`config.mk`:
```
export PLATFORM = sky130hd
export DESIGN_NAME = div_unit_seq
export DESIGN_NICKNAME = d
export VERILOG_FILES = /design/src/rtl/div_unit_seq.sv
export SDC_FILE = /design/constraint.sdc
export NUM_CORES = 1
export LEC_CHECK = 0
export CAP_MARGIN = 10
export CELL_PAD_IN_SITES_DETAIL_PLACEMENT = 1
export CELL_PAD_IN_SITES_GLOBAL_PLACEMENT = 2
export CORE_MARGIN = 1
export CORE_UTILIZATION = 34
export CTS_BUF_LIST = sky130_fd_sc_hd__clkbuf_2 sky130_fd_sc_hd__clkbuf_4 sky130_fd_sc_hd__clkbuf_8
export DETAILED_ROUTE_END_ITERATION = 6
export PLACE_DENSITY_LB_ADDON = 0.3
export SLEW_MARGIN = 40
export SYNTH_ARGS = -nofsm -noshare
export SYNTH_HDL_FRONTEND = slang
export SYNTH_SLANG_ARGS = --single-unit
export TNS_END_PERCENT = 20
```
`constraint.sdc`:
```
create_clock -name Clk -period 4.42 [get_ports Clk]
set_input_delay 0.884 -clock Clk [delete_from_list [all_inputs] [get_ports Clk]]
set_output_delay 0.884 -clock Clk [all_outputs]
set_load 0.01 [all_outputs]
```
`src/rtl/div_unit_seq.sv`:
```
// div_unit_seq: iterative restoring divider for the HI/LO path.
// One quotient bit per clock, signed or unsigned operands.
// Quotient goes to Quo (LO) and remainder to Rem (HI).
// Start/Busy/Done handshake with a fixed latency of WIDTH+2 edges.
module div_unit_seq #(
    parameter int WIDTH = 32
) (
    input  logic             Clk,
    input  logic             Rst,
    input  logic             Start,
    input  logic             Signed,
    input  logic [WIDTH-1:0] A,
    input  logic [WIDTH-1:0] B,
    output logic             Busy,
    output logic             Done,
    output logic [WIDTH-1:0] Quo,
    output logic [WIDTH-1:0] Rem,
    output logic             DivZero
);

    localparam int CW = $clog2(WIDTH + 1);

    typedef enum logic [1:0] {
        S_IDLE,
        S_RUN,
        S_FIX
    } state_t;

    state_t           state;
    logic [WIDTH:0]   rem_acc;       // one spare bit so compare/subtract never overflows
    logic [WIDTH:0]   divisor;
    logic [WIDTH-1:0] quo_acc;       // holds |A| on entry, shifts out into rem_acc
    logic [WIDTH-1:0] dividend_raw;  // original A, returned as Rem on divide-by-zero
    logic             neg_q;
    logic             neg_r;
    logic             div_zero;
    logic [CW-1:0]    count;

    logic             a_neg;
    logic             b_neg;
    logic [WIDTH-1:0] a_mag;
    logic [WIDTH-1:0] b_mag;
    logic [WIDTH+1:0] rem_sh;
    logic [WIDTH+1:0] diff;
    logic             fits;
    logic [WIDTH:0]   rem_next;
    logic [WIDTH-1:0] q_fix;
    logic [WIDTH-1:0] r_fix;

    // Operand magnitudes, one restoring step, and final sign correction.
    always_comb begin
        a_neg    = Signed & A[WIDTH-1];
        b_neg    = Signed & B[WIDTH-1];
        // For the most-negative value, -A wraps to 2^(WIDTH-1), which is
        // exactly the required magnitude when read as unsigned.
        a_mag    = a_neg ? (~A + 1'b1) : A;
        b_mag    = b_neg ? (~B + 1'b1) : B;

        rem_sh   = {rem_acc, quo_acc[WIDTH-1]};
        diff     = rem_sh - {1'b0, divisor};
        fits     = ~diff[WIDTH+1];
        rem_next = fits ? diff[WIDTH:0] : rem_sh[WIDTH:0];

        q_fix    = neg_q ? (~quo_acc + 1'b1) : quo_acc;
        r_fix    = neg_r ? (~rem_acc[WIDTH-1:0] + 1'b1) : rem_acc[WIDTH-1:0];
    end

    // Control FSM with registered handshake and result outputs.
    always_ff @(posedge Clk) begin
        if (Rst) begin
            state        <= S_IDLE;
            rem_acc      <= '0;
            divisor      <= '0;
            quo_acc      <= '0;
            dividend_raw <= '0;
            neg_q        <= 1'b0;
            neg_r        <= 1'b0;
            div_zero     <= 1'b0;
            count        <= '0;
            Busy         <= 1'b0;
            Done         <= 1'b0;
            Quo          <= '0;
            Rem          <= '0;
            DivZero      <= 1'b0;
        end else begin
            case (state)
                S_IDLE: begin
                    Done <= 1'b0;
                    if (Start) begin
                        rem_acc      <= '0;
                        divisor      <= {1'b0, b_mag};
                        quo_acc      <= a_mag;
                        dividend_raw <= A;
                        neg_q        <= a_neg ^ b_neg;
                        neg_r        <= a_neg;
                        div_zero     <= (B == '0);
                        count        <= CW'(WIDTH);
                        Busy         <= 1'b1;
                        state        <= S_RUN;
                    end
                end

                S_RUN: begin
                    rem_acc <= rem_next;
                    quo_acc <= {quo_acc[WIDTH-2:0], fits};
                    count   <= count - 1'b1;
                    if (count == CW'(1)) begin
                        state <= S_FIX;
                    end
                end

                S_FIX: begin
                    // A zero divisor yields all-ones quotient and hands back
                    // the original dividend; sign correction is bypassed.
                    if (div_zero) begin
                        Quo <= '1;
                        Rem <= dividend_raw;
                    end else begin
                        Quo <= q_fix;
                        Rem <= r_fix;
                    end
                    DivZero <= div_zero;
                    Done    <= 1'b1;
                    Busy    <= 1'b0;
                    state   <= S_IDLE;
                end

                default: begin
                    state <= S_IDLE;
                end
            endcase
        end
    end

endmodule

```
==> impl_table.tex, run 1 <==
\begin{tabular}{lr}
\hline
Metric & Value \\
\hline
\multicolumn{2}{l}{\textbf{Setup path}} \\
Family with the most delay on the worst path & compound AO/OA/AOI/OAI gates \\
Required time of the critical path & 4910 ps \\
Number of buffers and inverters on the critical path & 1 \\
CP max FO & 14 \\
Maximum single-stage delay on the critical path & 560 ps \\
Element type at the critical path end & register \\
Critical path data arrival time & 4240 ps \\
Cell repeated most along the worst path & sky130\_fd\_sc\_hd\_\_a21o\_1 \\
Cell chain of the critical path & ha\_1 > a21oi\_1 > o21ai\_0 > a21o\_1 > a21o\_1 > a41oi\_2 > o221ai\_2 > a41o\_1 > buf\_4 > or2\_1 > or4b\_1 > nand3\_1 \\
Kind of start point of the critical path & register \\
Critical Setup Path Class & register to register \\
Slowest stage cell on the critical path & sky130\_fd\_sc\_hd\_\_or4b\_1 \\
\multicolumn{2}{l}{\textbf{Finish}} \\
Antenna Diode Count & 0 \\
Number of nets in the layout & 1772 \\
Post-route insts no fill & between 2k and 2.5k \\
Area growth from synthesis to final layout & 21.9\% \\
Share of final-layout standard cells stronger than drive strength 1 & 0.0730 \\
Layout Utilization & 0.421 \\
\multicolumn{2}{l}{\textbf{Synthesis}} \\
Top area cells in the synthesized netlist & sky130\_fd\_sc\_hd\_\_dfxtp\_1 (35\%), sky130\_fd\_sc\_hd\_\_nand2\_1 (8.8\%), sky130\_fd\_sc\_hd\_\_a21oi\_1 (6.5\%) \\
Number of enable-type register cells in the synthesized netlist & 0 \\
Proportion of netlist area held by the largest area contributor & 0.348 \\
Most frequently used cell type in the post-synthesis netlist & sky130\_fd\_sc\_hd\_\_nand2\_1 \\
Area of the mapped netlist & 11900 um2 \\
Instance count of the mapped netlist & 1550 \\
Total of flip-flops plus latches after synthesis & 207 \\
Leading cell types by count after synthesis & sky130\_fd\_sc\_hd\_\_nand2\_1 (278), sky130\_fd\_sc\_hd\_\_dfxtp\_1 (207), sky130\_fd\_sc\_hd\_\_a21oi\_1 (155) \\
Number of synthesis warnings & 0 \\
Syn Nets & 1657 \\
Number of distinct standard cells referenced by the synthesized netlist & 69 \\
Portion of the post-synthesis area used by sequential elements & 0.348 \\
Cell type contributing the most total cell area after synthesis & sky130\_fd\_sc\_hd\_\_dfxtp\_1 \\
Mean area per synthesized cell & 7.68 um2 \\
Top flip-flop cell by instance count after synthesis & sky130\_fd\_sc\_hd\_\_dfxtp\_1 \\
Async S/R FF share, synth & 0 \\
\multicolumn{2}{l}{\textbf{GRT}} \\
Global-route wire length before repair & 60.9 mm \\
Largest net degree at the start of global routing & between 100 and 150 \\
GR Util met1 & 0.282 \\
Total overflow reported by the global router & 0 \\
Number of global-route vias before repair & $\sim$11k \\
Initial antenna violation count & 0 \\
GRT met2 Usage & 0.353 \\
Total global routing track utilization & 0.213 \\
Busiest layer in global routing & met2 \\
Global Route met3 Usage & 0.0291 \\
\multicolumn{2}{l}{\textbf{STA}} \\
Setup repair after global routing missed its margin & false \\
Final setup vio count & 0 \\
Upper clock frequency limit & around 270 MHz \\
Final setup slack of the worst path & 669 ps \\
Final count of hold timing violations & 0 \\
Total Negative Setup Slacks & 0 ps \\
Worst max-slew margin expressed relative to the limit & 0.445 \\
Max-slew violation count & 0 \\
Final period util & 0.849 \\
Clock Skew & between 20 and 30 ps \\
Worst-Margin Slew & 832 ps \\
Minimum period implied by the final worst setup slack & roughly 3800 ps \\
\multicolumn{2}{l}{\textbf{Detailed routing}} \\
Remaining antenna violation count after routing & 0 \\
Detailed-routing iteration count for the pre-antenna-repair pass & 5 \\
DRT iter0 DRCs & 510 \\
Vias & 11.4k \\
Average routed wire per standard cell & 17.9 um \\
Total wire length & 38.3 mm \\
Detail-routed via count per cell & 5.32 \\
Drt drc & 0 \\
\multicolumn{2}{l}{\textbf{Floorplan}} \\
Width of the chip & 189 um \\
Die Y & 189 um \\
Total number of placement rows & $\sim$70 \\
Number of ports placed on the die boundary & 135 \\
Placeable core area & between 30000 and 40000 um2 \\
Floorplan die area & between 30000 and 40000 um2 \\
Starting Density & 0.345 \\
\multicolumn{2}{l}{\textbf{Place}} \\
DP Worst Slack & about 300 ps \\
Placed instance count & 2079 \\
Half-perimeter wire length after placement & 28.6 mm \\
Weighted congestion at the end of routability-driven global placement & 0.857 \\
Number of buffers inserted by port buffering & about 130 \\
\multicolumn{2}{l}{\textbf{Clock network}} \\
H-Tree Depth & 2 \\
Max Buffers Root-to-Sink & 3 \\
Num CTS Buffers & 39 \\
Clock-pin slew reported for the worst setup and hold paths after clock tree synthesis & 60 ps \\
Post-CTS Resized & 0 \\
Root buffer cell & sky130\_fd\_sc\_hd\_\_clkbuf\_8 \\
Source-to-sink clock delay at the later pin of the worst-skew pair & about 550 ps \\
CTS hold repair buffers & 0 \\
Post-CTS Setup Repair Bufs & 0 \\
Sinks on Clock Net & 207 \\
Clock tree from TritonCTS & yes \\
\multicolumn{2}{l}{\textbf{Pwr}} \\
Pwr/cell area & 328 nW/um2 \\
Total leakage power & 5.30 nW \\
Peak supply drop & 0.146 mV \\
\multicolumn{2}{l}{\textbf{Worst hold path}} \\
Class of the tightest hold or removal check & register to register \\
\multicolumn{2}{l}{\textbf{Outcome}} \\
Status & finished clean \\
\multicolumn{2}{l}{\textbf{Job}} \\
\# Max-Cap Violations & 0 \\
\hline
\end{tabular}
worst paths after layout:
check / startpoint / to / slack (ps) / cells after the start
min reg2reg: dividend_raw[14]$_SDFFE_PP0P_ / dividend_raw[14]$_SDFFE_PP0P_ / 450 / 2
max: rem_acc[13]$_SDFFE_PP0P_ / rem_acc[32]$_SDFFE_PP0P_ / 670 / 12
min: dividend_raw[14]$_SDFFE_PP0P_ / dividend_raw[14]$_SDFFE_PP0P_ / 450 / 2
max reg2reg: rem_acc[13]$_SDFFE_PP0P_ / rem_acc[32]$_SDFFE_PP0P_ / 670 / 12
layer usage:
layer  part of all wire  up-vias  wire length, um
li1                   -     5676                -
met1               0.47     5462            18200
met2               0.46      200            17600
met3              0.038       56             1440
met4              0.028        0             1090
met5                  0        -                0
state kept, by name, summed over array words and instances, names as in the netlist, 2 cells and up:
register / count
quo_acc: 32
divisor: 32
rem_acc: 33
dividend_raw: 32
Quo: 32
count: 6
state: 2
Rem: 32
cells by family (layout without fill, tap and decap cells):
family | count (synthesis) | after routing | synth area share
buf+inv | 146 | 282 | 0.0470
simple gates | 522 | 522 | 0.193
xor+xnor | 145 | 145 | 0.107
compound gates | 466 | 466 | 0.242
flops | 207 | 207 | 0.348
mux | 25 | 25 | 0.0211
fa+ha+maj | 39 | 39 | 0.0416
worst reg2reg max path: cells and delay by family (launching register included):
kind | cells | cell delay [ps]
buffers and inverters | 1 | 170
adders and majority gates | 1 | 370
and+or+nand+nor | 3 | 1080
AOI/OAI and AO/OA | 7 | 1550
DFF | 1 | 520
per-stage QoR:
| stage | total power [mW] | hold WS, ps | cell area (um2) |
|---|---|---|---|
| after floorplan | 2.60 | 432 | 11900 |
| after global placement | 2.88 | 444 | 13700 |
| after detailed placement | 2.89 | 447 | 13700 |
| after CTS | 4.82 | 455 | 14500 |
| after global routing | 5.01 | 467 | 14500 |
| final | 4.76 | 453 | 14500 |
report_power, final:
group          switching [mW]  internal [mW]  total [mW]
registers              0.0857           1.95        2.04
clock network           0.800           1.11        1.91
logic                   0.482          0.329       0.811
final cells by class:
| type | count | area (um2) |
|---|---|---|
| fillers | 4216 | 19900 |
| multi-input cells | 1197 | 7220 |
| flip-flops and latches | 207 | 4150 |
| repair buffers | 167 | 1590 |
| clock buffers | 62 | 785 |
| well taps | 455 | 569 |
| inverters | 53 | 199 |
layout by cell type, fill, tap and decap left out, types with 3 or more instances in the layout:
master,netlist,final
sky130_fd_sc_hd__a211oi_1,28,28
sky130_fd_sc_hd__a21o_1,13,13
sky130_fd_sc_hd__a21oi_1,155,155
sky130_fd_sc_hd__a22oi_1,30,30
sky130_fd_sc_hd__a311oi_1,5,5
sky130_fd_sc_hd__a31oi_1,8,8
sky130_fd_sc_hd__a32oi_1,9,9
sky130_fd_sc_hd__buf_4,2,33
sky130_fd_sc_hd__clkbuf_4,0,11
sky130_fd_sc_hd__clkbuf_8,0,52
sky130_fd_sc_hd__clkdlybuf4s50_1,0,133
sky130_fd_sc_hd__dfxtp_1,207,204
sky130_fd_sc_hd__dfxtp_2,0,3
sky130_fd_sc_hd__ha_1,38,38
sky130_fd_sc_hd__inv_1,53,53
sky130_fd_sc_hd__mux2i_1,24,24
sky130_fd_sc_hd__nand2_1,278,278
sky130_fd_sc_hd__nand2b_1,15,15
sky130_fd_sc_hd__nand3_1,18,18
sky130_fd_sc_hd__nand3b_1,3,3
sky130_fd_sc_hd__nor2_1,116,114
sky130_fd_sc_hd__nor2_2,1,3
sky130_fd_sc_hd__nor2b_1,14,12
sky130_fd_sc_hd__nor3_1,19,18
sky130_fd_sc_hd__nor4_1,15,15
sky130_fd_sc_hd__o211ai_1,3,3
sky130_fd_sc_hd__o21a_1,4,4
sky130_fd_sc_hd__o21ai_0,108,108
sky130_fd_sc_hd__o21ai_1,5,5
sky130_fd_sc_hd__o21bai_1,3,3
sky130_fd_sc_hd__o22ai_1,31,31
sky130_fd_sc_hd__o31ai_1,31,31
sky130_fd_sc_hd__o41ai_1,13,13
sky130_fd_sc_hd__or3_1,11,11
sky130_fd_sc_hd__or4_1,12,12
sky130_fd_sc_hd__or4_4,3,3
sky130_fd_sc_hd__xnor2_1,78,78
sky130_fd_sc_hd__xor2_1,67,67
Note: power is estimated with default switching activity, not from simulation.
==> inputs of run 2 (changes only) <==
==> constraint.sdc (replaced) <==
create_clock -name Clk -period 3.8 [get_ports Clk]
set_input_delay 0.76 -clock Clk [delete_from_list [all_inputs] [get_ports Clk]]
set_output_delay 0.76 -clock Clk [all_outputs]
set_load 0.01 [all_outputs]
==> run 2 against run 1 <==
Sequential share of layout area fell by 0.30 points. Critical path depth rose by 2. Maximum frequency rose by 11%. Highest routed layer unchanged. Largest power group unchanged.
==> impl_table.tex, run 2 (synthesis results as in run 1) <==
\begin{tabular}{lr}
\hline
Metric & Value \\
\hline
\multicolumn{2}{l}{\textbf{Detailed routing}} \\
Average routed wire per standard cell & 17.9 um (about the same) \\
DRT iter0 DRCs & 541 (+6.1\%) \\
Detail-routed via count per cell & 5.28 (-0.70\%) \\
Total wire length & 38.7 mm (+1.0\%) \\
Vias & 11.4k (+0.27\%) \\
Remaining antenna violation count after routing & 0 (unchanged) \\
Detailed-routing iteration count for the pre-antenna-repair pass & 4 (-1) \\
Drt drc & 0 (unchanged) \\
\multicolumn{2}{l}{\textbf{Setup path}} \\
Critical Setup Path Class & register to register \\
Kind of start point of the critical path & register \\
Startpoint of the worst-slack reg-to-reg timing path & quo\_acc[31]\$\_SDFFE\_PP0P\_ \\
Required time of the critical path & 4290 ps (-620 ps) \\
Number of buffers and inverters on the critical path & 2 (+1) \\
Maximum single-stage delay on the critical path & 480 ps (-80 ps) \\
Critical path data arrival time & 3870 ps (-370 ps) \\
Family with the most delay on the worst path & compound AO/OA/AOI/OAI gates \\
Critical path origin & quo\_acc[31]\$\_SDFFE\_PP0P\_ \\
CP max FO & 3 (-11) \\
Element type at the critical path end & register \\
Slowest stage cell on the critical path & sky130\_fd\_sc\_hd\_\_or4b\_1 \\
Cell chain of the critical path & inv\_1 > ha\_1 > inv\_1 > fa\_1 > a21oi\_1 > o21ai\_0 > a21oi\_1 > nor4\_1 > o21ai\_0 > a21oi\_1 > a31oi\_1 > o21ai\_0 > or4b\_1 > nand3\_1 \\
\multicolumn{2}{l}{\textbf{Finish}} \\
Flip-flop count of the largest register, all copies and words added & 33 (unchanged) \\
Post-route cell area & 14700 um2 (+1.1\%) \\
Top library cells by usage in the layout, fill and taps aside & sky130\_fd\_sc\_hd\_\_nand2\_1 (278), sky130\_fd\_sc\_hd\_\_dfxtp\_1 (204), sky130\_fd\_sc\_hd\_\_a21oi\_1 (155) \\
Area growth from synthesis to final layout & 23.2\% \\
Layout Utilization & 0.426 (+0.00450) \\
Largest register by flop count & rem\_acc \\
Number of nets in the layout & 1788 (+0.90\%) \\
Share of final-layout standard cells stronger than drive strength 1 & 0.0845 (+0.0115) \\
Commonest non-fill, non-tap cell in the layout & sky130\_fd\_sc\_hd\_\_nand2\_1 \\
\multicolumn{2}{l}{\textbf{Worst hold path}} \\
Hold wc startpoint & Rem[15]\$\_SDFFE\_PP0P\_ \\
Class of the tightest hold or removal check & register to register \\
\multicolumn{2}{l}{\textbf{Floorplan}} \\
Floorplan die area & 35800 um2 (unchanged) \\
Die Y & 189 um (unchanged) \\
Width of the chip & 189 um (unchanged) \\
Number of ports placed on the die boundary & 135 (unchanged) \\
Total number of placement rows & 68 (unchanged) \\
Placeable core area & 34500 um2 (unchanged) \\
Starting Density & 0.345 (unchanged) \\
\multicolumn{2}{l}{\textbf{STA}} \\
Clock Skew & 20.7 ps (-8.59 ps) \\
Worst-Margin Slew & 813 ps (-18.7 ps) \\
Max-slew violation count & 0 (unchanged) \\
Final period util & 0.891 (+0.0420) \\
Worst max-slew margin expressed relative to the limit & 0.458 (+0.0125) \\
Final count of hold timing violations & 0 (unchanged) \\
Total Negative Setup Slacks & 0 ps (unchanged) \\
Upper clock frequency limit & 295 MHz (+11\%) \\
Minimum period implied by the final worst setup slack & 3380 ps (-367 ps) \\
Setup repair after global routing missed its margin & false \\
Final setup vio count & 0 (unchanged) \\
Final setup slack of the worst path & 416 ps (-253 ps) \\
\multicolumn{2}{l}{\textbf{Pwr}} \\
Overall power & 5.57 mW (+17\%) \\
Peak supply drop & 0.162 mV (+11\%) \\
Total leakage power & 5.39 nW (+1.7\%) \\
Pwr/cell area & 380 nW/um2 (+16\%) \\
\multicolumn{2}{l}{\textbf{GRT}} \\
Number of global-route vias before repair & 11.5k (+1.7\%) \\
GR Util met1 & 0.283 (+0.00123) \\
Total overflow reported by the global router & 0 (unchanged) \\
Total global routing track utilization & 0.216 (+0.00294) \\
Global Route met3 Usage & 0.0289 (-0.000185) \\
Initial antenna violation count & 1 (+1) \\
Busiest layer in global routing & met2 \\
Largest net degree at the start of global routing & 75 (-31\%) \\
Global-route wire length before repair & 61.9 mm (+1.6\%) \\
GRT met2 Usage & 0.368 (+0.0151) \\
\multicolumn{2}{l}{\textbf{Place}} \\
Half-perimeter wire length after placement & 29.1 mm (+2.0\%) \\
DP Worst Slack & 124 ps (-184 ps) \\
Standard cell area after detailed placement & 13900 um2 (+0.97\%) \\
Number of buffers inserted by port buffering & 134 (unchanged) \\
Weighted congestion at the end of routability-driven global placement & 0.841 (-1.9\%) \\
\multicolumn{2}{l}{\textbf{Clock network}} \\
Max Buffers Root-to-Sink & 3 (unchanged) \\
Num CTS Buffers & 39 (unchanged) \\
Post-CTS Resized & 0 (unchanged) \\
CTS hold repair buffers & 0 (unchanged) \\
Post-CTS Setup Repair Bufs & 0 (unchanged) \\
Clock tree from TritonCTS & yes \\
Source-to-sink clock delay at the later pin of the worst-skew pair & 560 ps (about the same) \\
H-Tree Depth & 2 (unchanged) \\
Clock-pin slew reported for the worst setup and hold paths after clock tree synthesis & 60 ps (about the same) \\
Root buffer cell & sky130\_fd\_sc\_hd\_\_clkbuf\_8 \\
Sinks on Clock Net & 207 (unchanged) \\
\multicolumn{2}{l}{\textbf{Job}} \\
\# Max-Cap Violations & 0 (unchanged) \\
\multicolumn{2}{l}{\textbf{Outcome}} \\
Status & finished clean \\
\hline
\end{tabular}
[run 2: cell types whose count changed in the layout (fill, tap and decap cells not counted)]
cell,change
sky130_fd_sc_hd__nand2b_2,+2
sky130_fd_sc_hd__nand2b_1,-2
sky130_fd_sc_hd__clkinv_2,+3
sky130_fd_sc_hd__buf_12,+1
sky130_fd_sc_hd__buf_6,+1
sky130_fd_sc_hd__buf_4,+15
sky130_fd_sc_hd__clkbuf_8,-1
sky130_fd_sc_hd__diode_2,+2
[run 2: worst paths after layout]
check	cells after the start	slack, ps	end
worst min-delay path	2	460	Rem[15]$_SDFFE_PP0P_
worst max register to register	14	420	rem_acc[32]$_SDFFE_PP0P_
worst min register to register	2	460	Rem[15]$_SDFFE_PP0P_
worst max-delay path	14	420	rem_acc[32]$_SDFFE_PP0P_
[run 2: per-stage QoR]
stage	cells	hold slack, ps
after floorplan	1550	432
after CTS	2160	459
after global placement	2095	444
after detailed placement	2095	451
after global routing	2161	479
final	2162	456
[run 2: final cells by class]
class / instances / area, um2
multi-input combinational: 1197 / 7230
clock buffer: 62 / 785
fill: 4210 / 19800
clock inverter: 3 / 15.0
tap: 455 / 569
sequential: 207 / 4150
inverter: 53 / 199
timing repair buffer: 183 / 1720
antenna: 2 / 5.00
[run 2: power by group]
group | switching [mW] | internal (mW)
combinational | 0.563 | 0.393
sequential | 0.0991 | 2.27
clock | 0.948 | 1.30
total | 1.61 | 3.96
[run 2: worst reg2reg max path: cells and delay by family, from the launching register on]
kind | cells | cell delay [ps]
AOI/OAI and AO/OA | 7 | 1490
and+or+nand+nor | 3 | 710
adders and majority gates | 2 | 590
DFF | 1 | 350
buffers and inverters | 2 | 180
[run 2: per-layer routing]
| metal | share of wire | vias up | wire length [um] |
|---|---|---|---|
| met5 | 0 | - | 0 |
| met4 | 0.019 | 0 | 720 |
| met3 | 0.033 | 48 | 1270 |
| met2 | 0.48 | 181 | 18400 |
| met1 | 0.47 | 5492 | 18300 |
| li1 | - | 5704 | - |
==> inputs of run 3 (changes only) <==
--- a/config.mk
+++ b/config.mk
@@ -5,7 +5,7 @@
 export SDC_FILE = /design/constraint.sdc
 export NUM_CORES = 1
 export LEC_CHECK = 0
-export CAP_MARGIN = 10
+export CAP_MARGIN = 20
 export CELL_PAD_IN_SITES_DETAIL_PLACEMENT = 1
 export CELL_PAD_IN_SITES_GLOBAL_PLACEMENT = 2
 export CORE_MARGIN = 1
==> results of run 3 <==
Same layout as run 2: the final DEF is identical, and so are final timing and power.
